### config.mk
export PLATFORM = sky130hd
export DESIGN_NAME = ifetch_bus
export DESIGN_NICKNAME = d
export VERILOG_FILES = /design/src/rtl/mips_bus_pkg.sv /design/src/rtl/ifetch_pc.sv /design/src/rtl/ifetch_bus.sv
export SDC_FILE = /design/constraint.sdc
export NUM_CORES = 1
export LEC_CHECK = 0
export CORE_ASPECT_RATIO = 1.4
export CORE_UTILIZATION = 50
export CTS_BUF_LIST = sky130_fd_sc_hd__clkbuf_8 sky130_fd_sc_hd__clkbuf_16
export CTS_CLUSTER_DIAMETER = 80
export CTS_CLUSTER_SIZE = 40
export DETAILED_ROUTE_END_ITERATION = 10
export PLACE_DENSITY = 0.81
export RECOVER_POWER = 25
export SLEW_MARGIN = 20
export SYNTH_ARGS = -nofsm -noshare
export SYNTH_HDL_FRONTEND = slang
export SYNTH_HIERARCHICAL = 1
export SYNTH_SLANG_ARGS = --single-unit
### constraint.sdc
create_clock -name clk -period 3.8 [get_ports clk]
set_input_delay 0.38 -clock clk [delete_from_list [all_inputs] [get_ports clk]]
set_output_delay 0.38 -clock clk [all_outputs]
set_load 0.01 [all_outputs]
### src/rtl/mips_bus_pkg.sv
// Shared types, default addresses and helpers for the bus-interface MIPS fetch stage.
package mips_bus_pkg;

  localparam logic [31:0] RESET_VECTOR_DEF = 32'hBFC0_0000;
  localparam logic [31:0] HALT_ADDR_DEF    = 32'h0000_0000;
  localparam logic [3:0]  BYTEENABLE_ALL   = 4'hF;

  typedef enum logic [1:0] {
    FETCH,
    HOLD,
    HALTED
  } fetch_state_t;

  // Source of the next PC, chosen by the fetch FSM and applied by ifetch_pc.
  typedef enum logic [1:0] {
    PC_KEEP,
    PC_INC,
    PC_TARGET,
    PC_PEND
  } pc_sel_t;

  function automatic logic [31:0] bswap32(input logic [31:0] w);
    logic [31:0] r;
    for (int i = 0; i < 4; i++) begin
      r[8*i +: 8] = w[8*(3-i) +: 8];
    end
    return r;
  endfunction

  function automatic logic [31:0] word_align(input logic [31:0] a);
    return {a[31:2], 2'b00};
  endfunction

endpackage

### src/rtl/ifetch_pc.sv
// Program counter and deferred-redirect storage for the fetch stage.
// The FSM picks the next-PC source; this block owns the registers and the mux.
module ifetch_pc
  import mips_bus_pkg::*;
#(
  parameter logic [31:0] RESET_VECTOR = RESET_VECTOR_DEF
) (
  input  logic          clk,
  input  logic          reset_n,
  input  pc_sel_t       pc_sel_i,
  input  logic          pend_set_i,
  input  logic          pend_clr_i,
  input  logic [31:0]   redirect_target_i,
  output logic [31:0]   pc_o,
  output logic [31:0]   pc_inc_o,
  output logic [31:0]   redir_pc_o,
  output logic          redir_pend_o
);

  logic [31:0] pc_q, pc_d;
  logic [31:0] redir_pc_q, redir_pc_d;
  logic        redir_pend_q, redir_pend_d;
  logic [31:0] target_al;

  assign target_al = word_align(redirect_target_i);
  assign pc_inc_o  = pc_q + 32'd4;

  // NOTE: every variable written here gets a default first, so no path can infer a latch.
  always_comb begin
    pc_d         = pc_q;
    redir_pc_d   = redir_pc_q;
    redir_pend_d = redir_pend_q;

    unique case (pc_sel_i)
      PC_INC:    pc_d = pc_inc_o;
      PC_TARGET: pc_d = target_al;
      PC_PEND:   pc_d = redir_pc_q;
      default:   pc_d = pc_q;
    endcase

    // A newer redirect during a stalled read simply overwrites the stored target.
    if (pend_set_i) begin
      redir_pend_d = 1'b1;
      redir_pc_d   = target_al;
    end else if (pend_clr_i) begin
      redir_pend_d = 1'b0;
    end
  end

  // NOTE: state registers use non-blocking assignments so every flop samples pre-edge values.
  always_ff @(posedge clk or negedge reset_n) begin
    if (!reset_n) begin
      pc_q         <= RESET_VECTOR;
      redir_pc_q   <= '0;
      redir_pend_q <= 1'b0;
    end else begin
      pc_q         <= pc_d;
      redir_pc_q   <= redir_pc_d;
      redir_pend_q <= redir_pend_d;
    end
  end

  assign pc_o         = pc_q;
  assign redir_pc_o   = redir_pc_q;
  assign redir_pend_o = redir_pend_q;

endmodule

### src/rtl/ifetch_bus.sv
// Instruction fetch stage: Avalon-MM read master, holding IR with valid/ready
// handshake towards decode, branch/jump redirects and halt detection.
module ifetch_bus
  import mips_bus_pkg::*;
#(
  parameter logic [31:0] RESET_VECTOR = RESET_VECTOR_DEF,
  parameter logic [31:0] HALT_ADDR    = HALT_ADDR_DEF,
  parameter bit          SWAP_BYTES   = 1'b0
) (
  input  logic        clk,
  input  logic        reset_n,
  output logic [31:0] avm_address,
  output logic        avm_read,
  output logic [3:0]  avm_byteenable,
  input  logic        avm_waitrequest,
  input  logic [31:0] avm_readdata,
  input  logic        redirect_valid,
  input  logic [31:0] redirect_target,
  input  logic        instr_ready,
  output logic        instr_valid,
  output logic [31:0] instr_word,
  output logic [31:0] instr_pc,
  output logic        active
);

  fetch_state_t state_q, state_d;
  logic         avm_read_q, avm_read_d;
  logic         instr_valid_q, instr_valid_d;
  logic [31:0]  instr_word_q, instr_pc_q;
  logic         capture;
  pc_sel_t      pc_sel;
  logic         pend_set, pend_clr;
  logic         go_halt;

  logic [31:0]  pc, pc_inc, redir_pc;
  logic         redir_pend;
  logic [31:0]  fetch_word;

  ifetch_pc #(
    .RESET_VECTOR (RESET_VECTOR)
  ) u_pc (
    .clk               (clk),
    .reset_n           (reset_n),
    .pc_sel_i          (pc_sel),
    .pend_set_i        (pend_set),
    .pend_clr_i        (pend_clr),
    .redirect_target_i (redirect_target),
    .pc_o              (pc),
    .pc_inc_o          (pc_inc),
    .redir_pc_o        (redir_pc),
    .redir_pend_o      (redir_pend)
  );

  assign fetch_word = SWAP_BYTES ? bswap32(avm_readdata) : avm_readdata;

  always_comb begin
    state_d       = state_q;
    avm_read_d    = avm_read_q;
    instr_valid_d = instr_valid_q;
    capture       = 1'b0;
    pc_sel        = PC_KEEP;
    pend_set      = 1'b0;
    pend_clr      = 1'b0;
    go_halt       = 1'b0;

    unique case (state_q)
      FETCH: begin
        if (!avm_read_q) begin
          // Only reachable right after reset: no transfer is in flight yet.
          if (redirect_valid)       pc_sel = PC_TARGET;
          else if (pc == HALT_ADDR) state_d = HALTED;
          else                      avm_read_d = 1'b1;
        end else if (!avm_waitrequest) begin
          avm_read_d = 1'b0;
          if (redirect_valid) begin
            pc_sel   = PC_TARGET;
            pend_clr = 1'b1;
          end else if (redir_pend) begin
            pc_sel   = PC_PEND;
            pend_clr = 1'b1;
          end else begin
            capture       = 1'b1;
            instr_valid_d = 1'b1;
            state_d       = HOLD;
          end
        end else if (redirect_valid) begin
          // The stalled read cannot be aborted; remember where to go once it ends.
          pend_set = 1'b1;
        end
      end
      HOLD: begin
        if (redirect_valid) begin
          instr_valid_d = 1'b0;
          pc_sel        = PC_TARGET;
        end else if (instr_ready) begin
          instr_valid_d = 1'b0;
          pc_sel        = PC_INC;
        end
      end
      default: begin
        state_d       = HALTED;
        avm_read_d    = 1'b0;
        instr_valid_d = 1'b0;
      end
    endcase

    unique case (pc_sel)
      PC_INC:    go_halt = (pc_inc == HALT_ADDR);
      PC_TARGET: go_halt = (word_align(redirect_target) == HALT_ADDR);
      PC_PEND:   go_halt = (redir_pc == HALT_ADDR);
      default:   go_halt = 1'b0;
    endcase

    // Any PC change restarts fetching, unless the new PC is the halt address.
    if (pc_sel != PC_KEEP) begin
      state_d    = go_halt ? HALTED : FETCH;
      avm_read_d = !go_halt;
    end
  end

  always_ff @(posedge clk or negedge reset_n) begin
    if (!reset_n) begin
      state_q       <= FETCH;
      avm_read_q    <= 1'b0;
      instr_valid_q <= 1'b0;
      instr_word_q  <= '0;
      instr_pc_q    <= '0;
    end else begin
      state_q       <= state_d;
      avm_read_q    <= avm_read_d;
      instr_valid_q <= instr_valid_d;
      if (capture) begin
        instr_word_q <= fetch_word;
        instr_pc_q   <= pc;
      end
    end
  end

  assign avm_address    = pc;
  assign avm_read       = avm_read_q;
  assign avm_byteenable = BYTEENABLE_ALL;
  assign instr_valid    = instr_valid_q;
  assign instr_word     = instr_word_q;
  assign instr_pc       = instr_pc_q;
  assign active         = (state_q != HALTED);

endmodule

==> results by group, run 1 <==
Layout
  • Final nets: 833
  • Most frequent cells in the layout: 162 x clkdlybuf4s50_1, 120 x dfrtp_1, 59 x mux2_2
  • Sequential Area: between 0.003 and 0.004 mm^2
  • Multi-input logic area: 0.00349 mm^2
  • ANT cells: 0
  • Layout fillers: 1,063
  • Layout cells sized above 1: between 20 and 25%
  • Area Growth Syn to Fin: 32.5%
  • Commonest non-fill, non-tap cell in the layout: clkdlybuf4s50_1

Critical path
  • Critical-path cell list: nand3_4 -> nor4_1 -> nand2_1 -> xnor2_1 -> nor4_1 -> nand4_1 -> o21ai_0 -> o21ai_1 -> a2111o_1
  • Critical Path AT: 3.44 ns
  • Slowest stage delay, CP: roughly 0.73 ns
  • Crit-path max FO: 10
  • Most used cell, CP: nor4_1
  • Critical path startpoint category: flop
  • Worst R2R Start: u_pc/pc_o[4]
  • Nature of the critical path endpoint: flop
  • Slowest stage cell, crit path: nor4_1
  • R2r setup slk: 0.64 ns
  • Reg-to-reg endpoint: avm_read
  • Setup CP Type: flop to flop
  • Cells on worst reg2reg path: 9
  • Req. time, crit path: ~4.1 ns

Route
  • Met2 WL: between 9000 and 10,000 um
  • Pre-antenna DRT Iters: 6
  • Antenna Nets Post-Route: 0
  • Met3 Wirelength: 993 um
  • DRT Wirelength: 18,500 um
  • Final routed DRC violation total: 0
  • Initial DRC Count: 381
  • Top Layer Used: met4
  • Vias per cell: 5.78
  • Met1 wire length: 7570 um
  • Via count: between 5,000 and 6,000
  • WL per Instance: 19.2 um

Synthesis
  • Count of flip-flops with a built-in enable after synthesis: 0
  • Sequential area share after synthesis: a little under half
  • Yosys Warn Count: 6
  • Post-Synthesis Cells: 611
  • Syn Area/Cell: 11.5 um^2
  • Ys async rst share: 100%
  • Count of cell types in the netlist: 60
  • Synth Register Bits: between 100 and 150
  • Mapped cell area: 0.00705 mm^2
  • Most common flop cell mapped by yosys: dfrtp_1

Place
  • Post-DP HPWL: about 13,000 um
  • Port bufs: 163
  • Final GP Congestion: 0.899
  • Placement Setup Slack: 0.663 ns

Floorplan
  • Initial Util: a little over 50%
  • Core Rows: 51
  • Total core area: 0.0138 mm^2
  • Die H: ~140 um
  • Die width: 102 um
  • Die Area: approximately 0.015 mm^2
  • Top Ports: roughly 170

STA
  • Fin crit share: 83.1%
  • Setup TNS: 0 ns
  • Achievable frequency: 0.317 GHz
  • RSZ-0062 raised after global routing: no
  • Clock period minus worst slack: 3.16 ns
  • Final setup margin: 0.641 ns
  • Worst Skew: 0.0169 ns
  • Relative slew slack: -10.8%
  • Fin. Hold Viols: 0
  • Least-Margin Pin Slew: 1.66 ns
  • Final setup violation count: 0
  • Max-slew violation count: 132

Global route
  • Initial antenna violation count: 0
  • First-pass GRT wire length: 29,200 um
  • Vias in the first global route: about 5,800
  • Gr ovfl total: 0
  • Largest net degree at the start of global routing: ~70
  • Total track usage: 26.1%

Power
  • Peak supply drop: approximately 0.39 mV
  • P_leak: 3.75 nW
  • PD cells: 853 mW/mm^2

Run
  • Max Cap Viol: 2

Clock network
  • TritonCTS clock tree: built
  • Worst-path clk slew: 0.06 ns
  • Postcts setup bufs: 0
  • CTS sink cnt: roughly 130
  • Htree depth: 4
  • Post-CTS sizing: 0
  • Later-pin clock latency in the skew report: between 0.4 and 0.5 ns
  • CTS Buf Count: 17
  • Longest Clk Path Bufs: 2
  • # hold bufs at CTS: 0
  • Root Buffer: clkbuf_16

Run status
  • Violated checks: capacitance limit, slew limit
  • Status: finished with violations

Worst hold path
  • HP Class: input pin to asynchronous set/reset pin
-- flip-flops by register name (all words and copies together) (netlist names) --
register           cells
instr_word            32
u_pc/redir_pend_o      1
instr_pc              32
u_pc/pc_o             30
u_pc/redir_pc_o       30
instr_valid            1
avm_read               1
state_q                2
-- where the power goes --
part	switching, mW	internal (mW)
combinational	1.34	1.96
sequential	0.833	2.10
clock	0.606	1.13
-- critical path: cells and delay by family, from the launching register on --
family          cells  cell delay, ns
compound gates      3            0.73
xor+xnor            1            0.18
flops               1            0.59
simple gates        5            1.54
-- routing by layer --
metal | global-route usage [%] | vias up
met4 | 13.6 | 0
met2 | 44.3 | 234
met5 | 0 | -
met1 | 31.4 | 2727
li1 | - | 2547
met3 | 4.13 | 49
-- worst max path at each step --
stage / start / end / slack, ns / cells after the start
CTS: u_pc/pc_o[4] / avm_read / 0.64 / 9
detailed placement: u_pc/pc_o[4] / avm_read / 0.66 / 9
finish: u_pc/pc_o[4] / avm_read / 0.64 / 9
global route: u_pc/pc_o[4] / avm_read / 0.38 / 9
floorplan: u_pc/pc_o[4] / avm_read / 1.04 / 11
global placement: u_pc/pc_o[4] / avm_read / 0.73 / 9
-- metrics by stage --
step | utilization, % | hold WS (ns) | std cells | total power [mW] | cell area (um^2)
floorplan | - | 0.0844 | 619 | 4.60 | 7080
global placement | 62.9 | 0.487 | 929 | 6.07 | 8710
detailed placement | 62.9 | 0.491 | 929 | 6.21 | 8710
CTS | 67.6 | 0.0735 | 961 | 8.00 | 9350
global route | 67.4 | 0.476 | 961 | 8.40 | 9340
finish | 67.4 | 0.334 | 961 | 7.97 | 9340
-- synthesized netlist by cell type, types with 7 or more instances --
master    count  area (um^2)
a211oi_1     14          105
a21oi_1      11         55.1
a31oi_1       8         50.1
and2_1       17          106
buf_2         7         35.0
buf_4        12         90.1
buf_6        13          146
clkbuf_1     11         41.3
dfrtp_1     120         3000
dfstp_2       9          236
mux2_2       59          664
mux2_4       38          571
mux2i_1      11          110
nand2_1      33          124
nand3_1      14         70.1
nand4_1      23          144
nor2_1       19         71.3
nor3_1       10         50.1
nor4_1       44          275
o21ai_0      13         65.1
o31a_1       13          114
or3_1         7         43.8
xnor2_1      19          166
xor2_1       19          166
-- cells by family after synthesis --
family / share of synthesized area (%)
buffers and inverters: 5.36
xor gates and xnor gates: 4.72
adders and majority gates: 0.177
other: 0.107
muxes: 19.4
AOI/OAI and AO/OA: 7.33
DFF: 46.0
and+or+nand+nor: 16.9
-- area by class of cell --
cell class	count	share of cell area, %
Inverter	6	0.241
Clock inverter	13	2.00
Multi-Input combinational cell	434	37.4
Tap cell	185	2.48
Sequential cell	129	34.7
Clock buffer	19	4.85
Timing Repair Buffer	175	18.4
Note: power is estimated with default switching activity, not from simulation.
==> inputs of run 2 (changes only) <==
- clock period: 3.8 -> 3.3 ns (I/O delays scaled with it)
==> results by group, run 2 (synthesis gave the netlist of run 1 again) <==
Run status
  • Status: finished, final reports clean (was finished with violations)

Power
  • Total power: 9.33 mW (was 7.97 mW)
  • P_leak: 3.84 nW (was 3.75 nW)
  • Switch Pwr: 3.25 mW (was 2.78 mW)
  • Int Pwr: 6.08 mW (was 5.19 mW)
  • Clock power share: 21.5% (was 21.8%)
  • PD cells: 984 mW/mm^2 (was 853 mW/mm^2)
  • Combinational group share of total power: 43.8% (was 41.4%)
  • Sw Share: 34.9% (about the same)
  • Peak supply drop: 0.371 mV (was 0.394 mV)
  • Seq pwr share: 34.7% (was 36.8%)

STA
  • Setup TNS: 0 ns (unchanged)
  • Least-Margin Pin Slew: 1.34 ns (was 1.66 ns)
  • Max-slew violation count: 0 (was 132)
  • Clock period minus worst slack: 3.00 ns (was 3.16 ns)
  • Fin crit share: 90.9% (was 83.1%)
  • RSZ-0062 raised after global routing: no (unchanged)
  • Fin. Hold Viols: 0 (unchanged)
  • Relative slew slack: 10.6% (was -10.8%)
  • Final setup violation count: 0 (unchanged)
  • Worst Skew: 0.00728 ns (was 0.0169 ns)
  • Achievable frequency: 0.333 GHz (was 0.317 GHz)

Layout
  • Most frequent cells in the layout: 162 x clkdlybuf4s50_1, 119 x dfrtp_1, 59 x mux2_2 (was 162 x clkdlybuf4s50_1, 120 x dfrtp_1, 59 x mux2_2)
  • Final nets: 850 (was 833)
  • Fin area: 0.00948 mm^2 (was 0.00934 mm^2)
  • Multi-input logic area: 0.00349 mm^2 (about the same)
  • Sequential Area: 0.00324 mm^2 (about the same)
  • Commonest non-fill, non-tap cell in the layout: clkdlybuf4s50_1 (unchanged)
  • Area Growth Syn to Fin: 34.6% (was 32.5%)
  • Layout fillers: 1,063 (unchanged)
  • Final Non-Filler Cells: 978 (was 961)
  • ANT cells: 0 (unchanged)
  • Layout cells sized above 1: 23.5% (was 21.5%)

Clock network
  • Htree depth: 4 (unchanged)
  • CTS Buf Count: 17 (unchanged)
  • CTS sink cnt: 129 (unchanged)
  • Root Buffer: clkbuf_16 (unchanged)
  • Longest Clk Path Bufs: 2 (unchanged)
  • Later-pin clock latency in the skew report: 0.41 ns (was 0.42 ns)
  • Worst-path clk slew: 0.06 ns (about the same)
  • TritonCTS clock tree: built (unchanged)

Global route
  • Vias in the first global route: 5,840 (was 5,754)
  • Total track usage: 26.7% (was 26.1%)
  • Largest net degree at the start of global routing: 76 (was 68)
  • First-pass GRT wire length: 29,700 um (was 29,200 um)
  • Gr ovfl total: 0 (unchanged)
  • Initial antenna violation count: 0 (unchanged)

Route
  • WL per Instance: 19.4 um (was 19.2 um)
  • Via count: 5,729 (was 5,557)
  • Initial DRC Count: 557 (was 381)
  • Pre-antenna DRT Iters: 6 (unchanged)
  • Antenna Nets Post-Route: 0 (unchanged)
  • DRT Wirelength: 19,000 um (was 18,500 um)
  • Final routed DRC violation total: 0 (unchanged)
  • Vias per cell: 5.86 (was 5.78)

Floorplan
  • Total core area: 0.0138 mm^2 (unchanged)
  • Die Area: 0.0146 mm^2 (unchanged)
  • Die H: 142 um (unchanged)
  • Top Ports: 172 (unchanged)
  • Die width: 102 um (unchanged)
  • Core Rows: 51 (unchanged)
  • Initial Util: 50.9% (unchanged)

Critical path
  • Setup CP Type: flop to flop (unchanged)
  • Critical Path AT: 3.29 ns (was 3.44 ns)
  • Nature of the critical path endpoint: flop (unchanged)
  • Crit-path max FO: 7 (was 10)
  • Req. time, crit path: 3.59 ns (was 4.08 ns)
  • Critical path startpoint category: flop (unchanged)

Run
  • Max Cap Viol: 0 (was 2)

Place
  • Placed Instance Area: 0.00884 mm^2 (was 0.00871 mm^2)
  • Port bufs: 163 (unchanged)
  • Post-DP HPWL: 13,600 um (was 13,100 um)
  • Final GP Congestion: 0.906 (was 0.899)
  • DP Cell Count: 944 (was 929)

Worst hold path
  • HP Class: flop to flop (was input pin to asynchronous set/reset pin)
## run 2: changes by cell type in the layout (fill, tap and decap cells not counted), sizes merged
cell,previous run,this run
buf,11,27
clkinv,5,7
clkinvlp,3,2
dlygate4sd3,0,1
inv,7,6
## run 2: final cells by class
cell class	instances	share of cell area [%]
multi-input cells	434	36.8
well taps	185	2.44
clock buffers	19	4.78
inverters	6	0.237
clock inverters	13	1.95
repair buffers	192	19.6
flip-flops and latches	129	34.2
## run 2: timing repair
action | 4_1_cts | 5_1_grt
resized for setup | 0 | 3
setup buffers | 0 | 1
hold buffers | 1 | 0
hold endpoints to repair | 26 | 0
setup endpoints to repair | 0 | 1
## run 2: path summary, 6_finish.rpt
kind | from | to | slack [ns] | cells after the start
setup / recovery | u_pc/pc_o[3] | avm_read | 0.30 | 10
hold / removal | instr_pc[28] | instr_pc[28] | 0.50 | 1
setup reg to reg | u_pc/pc_o[3] | avm_read | 0.30 | 10
hold reg to reg | instr_pc[28] | instr_pc[28] | 0.50 | 1
max in group asynchronous | reset_n | u_pc/pc_o[2] | 0.74 | 3
min in group asynchronous | reset_n | instr_word[25] | 0.74 | 2
## run 2: power by group through the flow
| stage | sequential (mW) | combinational, mW | clock, mW |
|---|---|---|---|
| final | 3.24 | 4.09 | 2.00 |
| after global routing | 3.35 | 4.36 | 2.10 |
| after CTS | 3.23 | 4.08 | 2.03 |
| after detailed placement | 3.24 | 4.04 | 0 |
| after global placement | 3.17 | 3.95 | 0 |
| after floorplan | 3.32 | 1.99 | 0 |
## run 2: layer usage
layer | GRT usage, % | part of all wire, % | up-vias
met5 | 0 | 0 | -
met4 | 15.9 | 4.2 | 0
met3 | 4.32 | 6.2 | 64
met2 | 46.3 | 51 | 301
met1 | 30.6 | 38 | 2771
li1 | - | - | 2593
## run 2: critical path, cell delays in order (launching register included)
cell      delay [ns]
dfrtp_1         0.51
ha_2            0.31
and4_1          0.29
and4b_1         0.30
nand4_1         0.13
xnor2_1         0.15
nor4_1          0.35
nand4_1         0.19
o21ai_1         0.21
o21ai_1         0.09
a2111o_1        0.35
## run 2: per-stage QoR
stage               setup slack (ns)  hold slack (ns)  utilization, %
floorplan                      0.542           0.0344               -
global placement               0.338            0.407            63.8
detailed placement             0.224            0.423            63.8
CTS                            0.214            0.507            68.5
global route                  0.0535            0.513            68.5
finish                         0.301            0.501            68.5
